<file path="src/rtl/dual_edge_gen.sv">
`default_nettype none
// ============================================================================
//  Module      : dual_edge_gen
//  Description : Converts single-cycle event requests into level toggles on
//                o_dout, one toggle per accepted event, with every level held
//                for at least HOLD_CYC cycles so a downstream dual-edge
//                detector sees exactly one edge per event. Events that arrive
//                while a level is still being held are queued in a saturating
//                pending counter.
//  Revision    : 1.0 - initial release
// ----------------------------------------------------------------------------
//  Parameters
//    HOLD_CYC  minimum cycles o_dout holds a level after a toggle (1..255)
//    PEND_W    pending-counter width; max pending count is 2^PEND_W-1
//  Ports
//    clk       clock, rising-edge active
//    rst_n     asynchronous active-low reset
//    i_ev_in   event request, one event per high sample
//    o_dout    registered output level, toggles once per accepted event
//    o_pend    accepted events not yet emitted
//    o_busy    high while holding a level or events are pending
//    o_ovf     sticky overflow flag (only with DUAL_EDGE_GEN_OVF_EN)
//  Build option
//    DUAL_EDGE_GEN_OVF_EN  when defined, adds the o_ovf port and its sticky
//                          register; otherwise overflowing events are
//                          dropped silently.
// ============================================================================
module dual_edge_gen #(
    parameter int HOLD_CYC = 2,
    parameter int PEND_W   = 4
) (
    input  logic              clk,
    input  logic              rst_n,
    input  logic              i_ev_in,
    output logic              o_dout,
    output logic [PEND_W-1:0] o_pend,
`ifdef DUAL_EDGE_GEN_OVF_EN
    output logic              o_ovf,
`endif
    output logic              o_busy
);

    typedef enum logic [0:0] {
        ST_IDLE = 1'b0,
        ST_HOLD = 1'b1
    } state_t;

    localparam logic [7:0]        c_HOLD_RELOAD = 8'(HOLD_CYC - 1);
    localparam logic [PEND_W-1:0] c_PEND_MAX    = '1;

    state_t            r_state;
    logic [7:0]        r_hcnt;
    logic              r_dout;
    logic [PEND_W-1:0] r_pend;

    logic              w_work;
    logic              w_consume;
    logic              w_sat;
    logic [PEND_W-1:0] w_pend_nxt;

    assign w_work    = (r_pend != '0) | i_ev_in;
    // A toggle is allowed from IDLE, or from HOLD once the hold time expired.
    assign w_consume = w_work & ((r_state == ST_IDLE) | (r_hcnt == 8'd0));
    // Full counter, new event and nothing leaving: the event is dropped.
    assign w_sat     = (r_pend == c_PEND_MAX) & i_ev_in & ~w_consume;

    // consume without ev_in implies pend != 0, so the subtraction never
    // underflows; saturation covers the only overflow case.
    always_comb begin
        w_pend_nxt = r_pend;
        if (!w_sat) begin
            w_pend_nxt = r_pend + PEND_W'(i_ev_in) - PEND_W'(w_consume);
        end
    end

    always_ff @(posedge clk or negedge rst_n) begin
        if (!rst_n) begin
            r_state <= ST_IDLE;
            r_hcnt  <= 8'd0;
            r_dout  <= 1'b0;
            r_pend  <= '0;
        end else begin
            r_pend <= w_pend_nxt;
            case (r_state)
                ST_IDLE: begin
                    if (w_work) begin
                        r_dout  <= ~r_dout;
                        r_hcnt  <= c_HOLD_RELOAD;
                        r_state <= ST_HOLD;
                    end
                end
                ST_HOLD: begin
                    if (r_hcnt != 8'd0) begin
                        r_hcnt <= r_hcnt - 8'd1;
                    end else if (w_work) begin
                        r_dout <= ~r_dout;
                        r_hcnt <= c_HOLD_RELOAD;
                    end else begin
                        r_state <= ST_IDLE;
                    end
                end
                default: begin
                    r_state <= ST_IDLE;
                end
            endcase
        end
    end

`ifdef DUAL_EDGE_GEN_OVF_EN
    logic r_ovf;

    always_ff @(posedge clk or negedge rst_n) begin
        if (!rst_n) begin
            r_ovf <= 1'b0;
        end else if (w_sat) begin
            r_ovf <= 1'b1;
        end
    end

    assign o_ovf = r_ovf;
`endif

    assign o_dout = r_dout;
    assign o_pend = r_pend;
    // Derived purely from registers, so it clears together with reset.
    assign o_busy = (r_state == ST_HOLD) | (r_pend != '0);

endmodule
`default_nettype wire
</file>
<file path="config.mk">
export PLATFORM = sky130hd
export DESIGN_NAME = dual_edge_gen
export DESIGN_NICKNAME = d
export VERILOG_FILES = /design/src/rtl/dual_edge_gen.sv
export SDC_FILE = /design/constraint.sdc
export NUM_CORES = 1
export LEC_CHECK = 0
export CORE_MARGIN = 8
export CORE_UTILIZATION = 49
export DETAILED_ROUTE_END_ITERATION = 8
export GPL_TIMING_DRIVEN = 1
export PLACE_DENSITY = 0.73
export SETUP_SLACK_MARGIN = 0.3
export SYNTH_ARGS = -nofsm -noshare
export SYNTH_HDL_FRONTEND = slang
export SYNTH_SLANG_ARGS = --single-unit
</file>
<file path="constraint.sdc">
create_clock -name clk -period 2.4 [get_ports clk]
set_input_delay 0.48 -clock clk [delete_from_list [all_inputs] [get_ports clk]]
set_output_delay 0.48 -clock clk [all_outputs]
set_load 0.005 [all_outputs]
</file>
==> results of run 1 <==
[cell usage in the layout (no fill, tap or decap), drive strengths merged]
master | netlist | routed
nand3 | 2 | 2
nor4 | 2 | 2
clkbuf | 0 | 3
nor2 | 2 | 2
nor3 | 2 | 2
buf | 2 | 21
or4b | 1 | 1
fa | 1 | 1
xor2 | 2 | 2
a21boi | 3 | 3
o2111ai | 1 | 1
a21o | 2 | 2
and4 | 1 | 1
o21a | 1 | 1
nand2 | 8 | 8
nor4b | 1 | 1
mux2i | 3 | 3
dlymetal6s2s | 0 | 1
clkdlybuf4s50 | 0 | 6
o31ai | 1 | 1
o311ai | 1 | 1
xnor2 | 1 | 1
a21oi | 2 | 2
o211ai | 2 | 2
inv | 10 | 10
nand2b | 3 | 3
nor3b | 1 | 1
o21ai | 4 | 4
dfrtp | 14 | 14
nor2b | 2 | 2
ha | 6 | 6
a311oi | 1 | 1
[state kept, by name (all words and copies together) (netlist names)]
| signal | count |
|---|---|
| r_hcnt | 8 |
| o_pend | 4 |
| o_dout | 1 |
| r_state | 1 |
[worst min-delay path by stage]
stage	end	slack (ns)	cells after the start
final	o_dout	0.47	1
after global routing	o_dout	0.49	1
after CTS	o_dout	0.48	1
after detailed placement	o_dout	0.46	1
after global placement	o_dout	0.46	1
after floorplan	o_dout	0.18	0
[metrics by stage]
step	setup slack [ns]	utilization (%)	TNS (ns)	power [mW]
6_report	0.270	69.4	0	0.952
5_1_grt	0.129	69.4	0	1.04
4_1_cts	0.265	66.7	0	0.889
3_5_place_dp	-0.0266	60.3	-0.0266	0.714
3_3_place_gp	0.0464	60.3	0	0.704
2_1_floorplan	0.177	-	0	0.565
[repair_timing]
action	in CTS	in global routing
resized for setup	12	4
setup buffers	10	4
endpoints found under the setup margin	4	4
gates cloned	0	0
pin swaps	4	3
[power by group]
group	internal, mW	switching [mW]	total (mW)
clock network	0.0581	0.0685	0.127
registers	0.276	0.0436	0.320
logic	0.297	0.209	0.506
[metal layers]
| metal | vias to the layer above | track usage [%] |
|---|---|---|
| li1 | 348 | - |
| met3 | 2 | 5.22 |
| met5 | - | 0 |
| met4 | 0 | 4.55 |
| met2 | 23 | 18.7 |
| met1 | 345 | 13.8 |
[final cells by class]
type / count / area (sq um) / area share, %
Inverter: 10 / 37.5 / 3.17
Sequential cell: 14 / 352 / 29.7
Timing Repair Buffer: 28 / 228 / 19.2
Clock buffer: 3 / 22.5 / 1.90
Tap cell: 25 / 31.3 / 2.64
Multi-Input combinational cell: 56 / 514 / 43.4
[cell usage after synthesis]
library cell / n
nor3_4: 1
buf_6: 2
nor2_2: 1
nand2_1: 8
a21boi_2: 1
a21o_1: 2
fa_1: 1
and4_1: 1
mux2i_1: 3
a311oi_1: 1
nor2b_1: 2
ha_1: 6
o211ai_1: 2
o2111ai_1: 1
or4b_2: 1
o21ai_0: 4
nor3b_4: 1
dfrtp_1: 14
xor2_1: 2
a21oi_1: 2
nor4_4: 1
nor4b_4: 1
inv_1: 10
o21a_1: 1
nor4_2: 1
nand3_1: 2
nor3_1: 1
o311ai_0: 1
nand2b_1: 3
a21boi_0: 2
nor2_1: 1
xnor2_1: 1
o31ai_1: 1
[cells by family (layout without fill, tap and decap cells)]
family / after synthesis / after routing / share of synthesized area (%)
AOI/OAI and AO/OA: 18 / 18 / 14.4
xor gates and xnor gates: 3 / 3 / 2.96
adders and majority gates: 7 / 7 / 10.7
buffers and inverters: 12 / 41 / 6.77
DFF: 14 / 14 / 39.5
muxes: 3 / 3 / 3.39
and+or+nand+nor: 25 / 25 / 22.3
[worst register-to-register path: cells and delay by family (launching register included)]
kind                       cells  cell delay, ns
AOI/OAI and AO/OA              2            0.23
DFF                            1            0.39
buffers and inverters          2            0.12
xor gates and xnor gates       1            0.16
muxes                          1            0.09
and+or+nand+nor                2            0.41
adders and majority gates      3            0.64
==> key figures, run 1 <==
Outcome
  • Status: finished, final reports clean

Routing
  • Final wirelength: between 1500 and 2000 microns
  • DRC Markers: 0
  • Average wire per standard cell: about 14 microns
  • Vias: slightly above 700
  • Routed met3 length: 98 microns
  • Vias per inst: 5.28
  • Post-DRT Antenna Nets: 0
  • Max layer used: met4
  • Metal1 wirelength: 830 microns
  • Routed length on met2: 927 microns
  • First DRT Iteration DRCs: 8
  • DRT Pass-1 Iters: 4

Global routing
  • Initial antenna violation count: 0
  • Gr usage total: a little under an eighth
  • Largest net degree at the start of global routing: 15
  • Vias in the first global route: 712
  • First-pass GRT wire length: roughly 3100 microns
  • GRT overflow: 0

Synthesis
  • Post-synthesis sequential area ratio: between 30% and 40%
  • Cell variety after synth: 33
  • Yosys top cell by area: dfrtp_1
  • Syn Nets: between 90 and 100
  • Share of the synthesized area in the top cell type: about 39%
  • Area contributors post-synth: dfrtp_1 (39%), ha_1 (8.5%), inv_1 (4.2%)
  • Synthesized area: 887 sq um
  • Yosys warning count: 0
  • Syn Area/Cell: 10.8 sq um
  • Seq cells post-synth: 14
  • Syn Inst Count: around 80

Clock tree
  • Worst-path clk slew: around 0.070 ns
  • Total CTS buffers: 3
  • CTS Buffer Depth: 2
  • Worst skew pair latency: 0.27 ns
  • Clk sinks: 14
  • H-Tree Depth: 1
  • Hold Buf Count CTS: 0
  • TritonCTS clock tree: done
  • Clock Tree Root: clkbuf_4

STA
  • Final hold violation count: 0
  • Layout Skew: 0.00484 ns
  • Slew HR: roughly three fifths
  • Tmin final: around 2.1 ns
  • RSZ-0062 raised after global routing: yes
  • Max Clk Rate: around 470 MHz
  • Setup-failing EPs final: 0
  • Fin Hold WS: ~0.47 ns
  • Tcrit/Tclk final: ~89%
  • Slew @ Worst Pin: a little over 0.6 ns
  • Final Slew Violations: 0

Critical path
  • Crit-path slowest cell: dfrtp_1
  • Startpoint types: flip-flop
  • Crit end category: flip-flop
  • Worst path depth: 11
  • Number of cells on the worst reg-to-reg path: 11
  • Reg2reg start: r_hcnt[0]
  • Worst EP arrival: approximately 2.3 ns
  • Cell mode on critical path: inv_2
  • R2R setup slack: approximately 0.27 ns
  • Worst path cell trace: inv_2 > ha_4 > nor3b_4 > a21boi_2 > nor3_4 > a21o_1 > ha_2 > inv_2 > fa_2 > xor2_1 > mux2i_1
  • Highest fanout seen on the critical path: 3
  • Worst setup path class: flip-flop to flip-flop
  • Worst path required time: approximately 2.6 ns
  • Top delay family on crit path: adder cells
  • CP max stage delay: 0.39 ns
  • End point of the critical path: o_pend[2]
  • CP bufs+invs: 2
  • Crit. Startpoint: r_hcnt[0]
  • FF-to-FF End: o_pend[2]

Layout
  • Ant diodes: 0
  • Nets: 123
  • Final Instance Count excl. Fillers: 136
  • Final Instance Area: about 1200 sq um
  • FILL cells: between 100 and 150
  • Layout cell share with drive strength beyond 1: 38.7%
  • Synthesis-to-layout area growth: 33.6%

Die
  • Initial core utilization: 51.9%
  • Core Box Area: around 1700 sq um
  • Die area: around 3400 sq um
  • Die height: approximately 60 microns
  • Die W: 58.6 microns
  • Row count: 15
  • I/O pin total: 9

Flow run
  • Maxcap violations: 0

Hold path
  • HP Class: flip-flop to flip-flop
  • Hold_sp: o_dout

Power and ir drop
  • Power Density: 803 nW/um^2
  • Pleak: 0.506 nW
  • Max IR drop VDD: about 720 uV

Place
  • Dpl hpwl: about 1200 microns
  • Dpl cells: between 100 and 150
  • Gpl congestion: roughly 0.89
  • Port bufs: 8
  • Area after DPL: 1030 sq um
No activity file was read; power rests on OpenSTA's default activity.
==> run 2: changes to the inputs <==
--- a/config.mk
+++ b/config.mk
@@ -5,6 +5,7 @@
 export SDC_FILE = /design/constraint.sdc
 export NUM_CORES = 1
 export LEC_CHECK = 0
+export ABC_CLOCK_PERIOD_IN_PS = 2400
 export CORE_MARGIN = 8
 export CORE_UTILIZATION = 49
 export DETAILED_ROUTE_END_ITERATION = 8
==> results of run 2 <==
No change in the layout: final DEF, timing and power equal those of run 1.
==> run 3: changes to the inputs <==
--- a/config.mk
+++ b/config.mk
@@ -10,6 +10,7 @@
 export CORE_UTILIZATION = 49
 export DETAILED_ROUTE_END_ITERATION = 8
 export GPL_TIMING_DRIVEN = 1
+export MAX_ROUTING_LAYER = met4
 export PLACE_DENSITY = 0.73
 export SETUP_SLACK_MARGIN = 0.3
 export SYNTH_ARGS = -nofsm -noshare
==> run 3 against run 2 <==
Against the previous run:
- register-to-register slack about the same
- final cell count stayed put
- cell area unchanged
- critical path type unchanged
- largest power group unchanged
- highest routed layer unchanged
- count of clock-buffer cells in the layout stayed put
- global-route usage is 0.31 points higher
- sequential share of layout area stayed put
==> key figures, run 3 (synthesized netlist as in run 1, its figures left out) <==
Place
  • Dpl hpwl: 1220 microns (unchanged)
  • Dpl cells: 119 (unchanged)
  • Pre-CTS setup slack: -0.0266 ns (unchanged)
  • Port bufs: 8 (unchanged)
  • Gpl congestion: 0.903 (was 0.888)
  • Area after DPL: 1030 sq um (unchanged)

Layout
  • Core Util, Final: 69.4% (unchanged)
  • Ant diodes: 0 (unchanged)
  • Multi-input logic area: 514 sq um (unchanged)
  • Layout cell share with drive strength beyond 1: 38.7% (unchanged)
  • Top reg by flops: r_hcnt (unchanged)
  • Nets: 123 (unchanged)
  • Final Instance Area: 1180 sq um (unchanged)
  • Synthesis-to-layout area growth: 33.6% (unchanged)
  • Most common cell after layout, fill and taps aside: buf_4 (unchanged)
  • FILL cells: 123 (unchanged)
  • Register Area: 352 sq um (unchanged)
  • Commonest non-fill, non-tap cells in the layout: buf_4 (20), dfrtp_1 (13), nand2_1 (8) (unchanged)
  • Final Instance Count excl. Fillers: 136 (unchanged)
  • Largest register FFs: 8 (unchanged)

Routing
  • Max layer used: met4 (unchanged)
  • Metal1 wirelength: 836 microns (was 830 microns)
  • Vias: 710 (was 718)
  • DRC Markers: 0 (unchanged)
  • First DRT Iteration DRCs: 8 (unchanged)
  • DRT Pass-1 Iters: 4 (unchanged)
  • Post-DRT Antenna Nets: 0 (unchanged)
  • Routed met3 length: 91 microns (was 98 microns)
  • Average wire per standard cell: 13.6 microns (was 13.7 microns)
  • Routed length on met2: 915 microns (was 927 microns)
  • Final wirelength: 1850 microns (was 1870 microns)
  • Vias per inst: 5.22 (was 5.28)

Hold path
  • Hold_sp: o_dout (unchanged)
  • HP Class: flip-flop to flip-flop (unchanged)
  • WHS Endpoint: o_dout (unchanged)
  • Worst Hold Path Cells: 1 (unchanged)

Die
  • Die W: 58.6 microns (unchanged)
  • I/O pin total: 9 (unchanged)
  • Die area: 3430 sq um (unchanged)
  • Row count: 15 (unchanged)
  • Die height: 58.6 microns (unchanged)
  • Core Box Area: 1710 sq um (unchanged)
  • Initial core utilization: 51.9% (unchanged)

Critical path
  • CP bufs+invs: 2 (unchanged)
  • Worst path cell trace: inv_2 > ha_4 > nor3b_4 > a21boi_2 > nor3_4 > a21o_1 > ha_2 > inv_2 > fa_2 > xor2_1 > mux2i_1 (unchanged)
  • Worst setup path class: flip-flop to flip-flop (unchanged)
  • Top delay family on crit path: adder cells (unchanged)
  • Highest fanout seen on the critical path: 3 (unchanged)
  • FF-to-FF End: o_pend[2] (unchanged)
  • Crit end category: flip-flop (unchanged)
  • CP max stage delay: 0.39 ns (about the same)
  • R2R setup slack: 0.27 ns (about the same)
  • Number of cells on the worst reg-to-reg path: 11 (unchanged)
  • Worst EP arrival: 2.29 ns (about the same)
  • Startpoint types: flip-flop (unchanged)
  • Crit. Startpoint: r_hcnt[0] (unchanged)
  • Reg2reg start: r_hcnt[0] (unchanged)
  • Cell mode on critical path: inv_2 (unchanged)
  • Crit-path slowest cell: dfrtp_1 (unchanged)
  • Worst path required time: 2.56 ns (about the same)

Clock tree
  • CTS Buffer Depth: 2 (unchanged)
  • Clk sinks: 14 (unchanged)
  • Worst-path clk slew: 0.07 ns (about the same)
  • Clock Tree Root: clkbuf_4 (unchanged)
  • H-Tree Depth: 1 (unchanged)
  • Total CTS buffers: 3 (unchanged)
  • TritonCTS clock tree: done (unchanged)
  • Worst skew pair latency: 0.28 ns (was 0.27 ns)

Power and ir drop
  • Power Density: 804 nW/um^2 (was 803 nW/um^2)
  • Clock power share: 13.3% (about the same)
  • NetSw: 322 uW (was 321 uW)
  • Switching share of power: 33.8% (was 33.7%)
  • Sequential Power Share: 33.6% (about the same)
  • Max IR drop VDD: 720 uV (was 719 uV)
  • PnR Total Power: 953 uW (was 952 uW)
  • Pleak: 0.506 nW (unchanged)
  • Combinational share of power: 53.1% (about the same)
  • Int Pwr: 631 uW (about the same)

Global routing
  • Gr usage total: 12.2% (was 11.9%)
  • First-pass GRT wire length: 3140 microns (unchanged)
  • Vias in the first global route: 714 (was 712)
  • GRT overflow: 0 (unchanged)
  • Largest net degree at the start of global routing: 15 (unchanged)
  • Initial antenna violation count: 0 (unchanged)

STA
  • Layout Skew: 0.00501 ns (was 0.00484 ns)
  • Max Clk Rate: 469 MHz (was 470 MHz)
  • Tcrit/Tclk final: 88.8% (was 88.7%)
  • Setup-failing EPs final: 0 (unchanged)
  • Slew @ Worst Pin: 0.609 ns (was 0.608 ns)
  • Final worst setup slack: 0.270 ns (about the same)
  • Final Slew Violations: 0 (unchanged)
  • Fin Hold WS: 0.474 ns (about the same)
  • RSZ-0062 raised after global routing: yes (unchanged)
  • TNS Setup: 0 ns (unchanged)
  • Tmin final: 2.13 ns (about the same)
  • Final hold violation count: 0 (unchanged)
  • Slew HR: 59.3% (was 59.4%)

Flow run
  • Maxcap violations: 0 (unchanged)

Outcome
  • Status: finished, final reports clean (unchanged)
==> run 3: area by class of cell <==
type / count / area share [%]
multi-input combinational: 56 / 43.4
sequential: 14 / 29.7
timing repair buffer: 28 / 19.2
inverter: 10 / 3.17
tap: 25 / 2.64
clock buffer: 3 / 1.90
==> run 3: worst max-delay path by stage <==
| stage | to | slack, ns | cells past startpoint |
|---|---|---|---|
| after floorplan | o_pend[1] | 0.18 | 11 |
| after global placement | o_pend[3] | 0.05 | 9 |
| after detailed placement | o_pend[3] | -0.03 | 9 |
| after CTS | o_busy | 0.27 | 4 |
| after global routing | o_pend[2] | 0.13 | 11 |
| final | o_pend[2] | 0.27 | 11 |
==> run 3: worst register-to-register path: cells and delay by family (launching register included) <==
kind | cells | cell delay [ns]
adder cells (fa/ha/maj) | 3 | 0.64
AND/OR/NAND/NOR | 2 | 0.41
flip-flops | 1 | 0.39
buffers and inverters | 2 | 0.12
XOR/XNOR | 1 | 0.16
AO/OA/AOI/OAI | 2 | 0.23
multiplexers | 1 | 0.09
==> run 3: repair_timing <==
action | in CTS | in global routing
setup buffers | 10 | 4
gates cloned | 0 | 0
hold buffers | 0 | 0
pin swaps | 4 | 3
endpoints found under the setup margin | 4 | 4
resized for setup | 12 | 4
==> run 3: power groups by stage <==
stage | Clock, mW | Sequential [mW] | Combinational (mW)
6_report | 0.127 | 0.320 | 0.506
2_1_floorplan | 0 | 0.335 | 0.230
3_3_place_gp | 0 | 0.321 | 0.383
5_1_grt | 0.145 | 0.323 | 0.568
3_5_place_dp | 0 | 0.323 | 0.391
4_1_cts | 0.130 | 0.315 | 0.444
==> run 3: per-layer routing <==
layer	up-vias	track usage, %
met5	-	-
met4	0	4.55
met3	2	5.00
met2	19	18.7
met1	340	13.9
li1	349	-
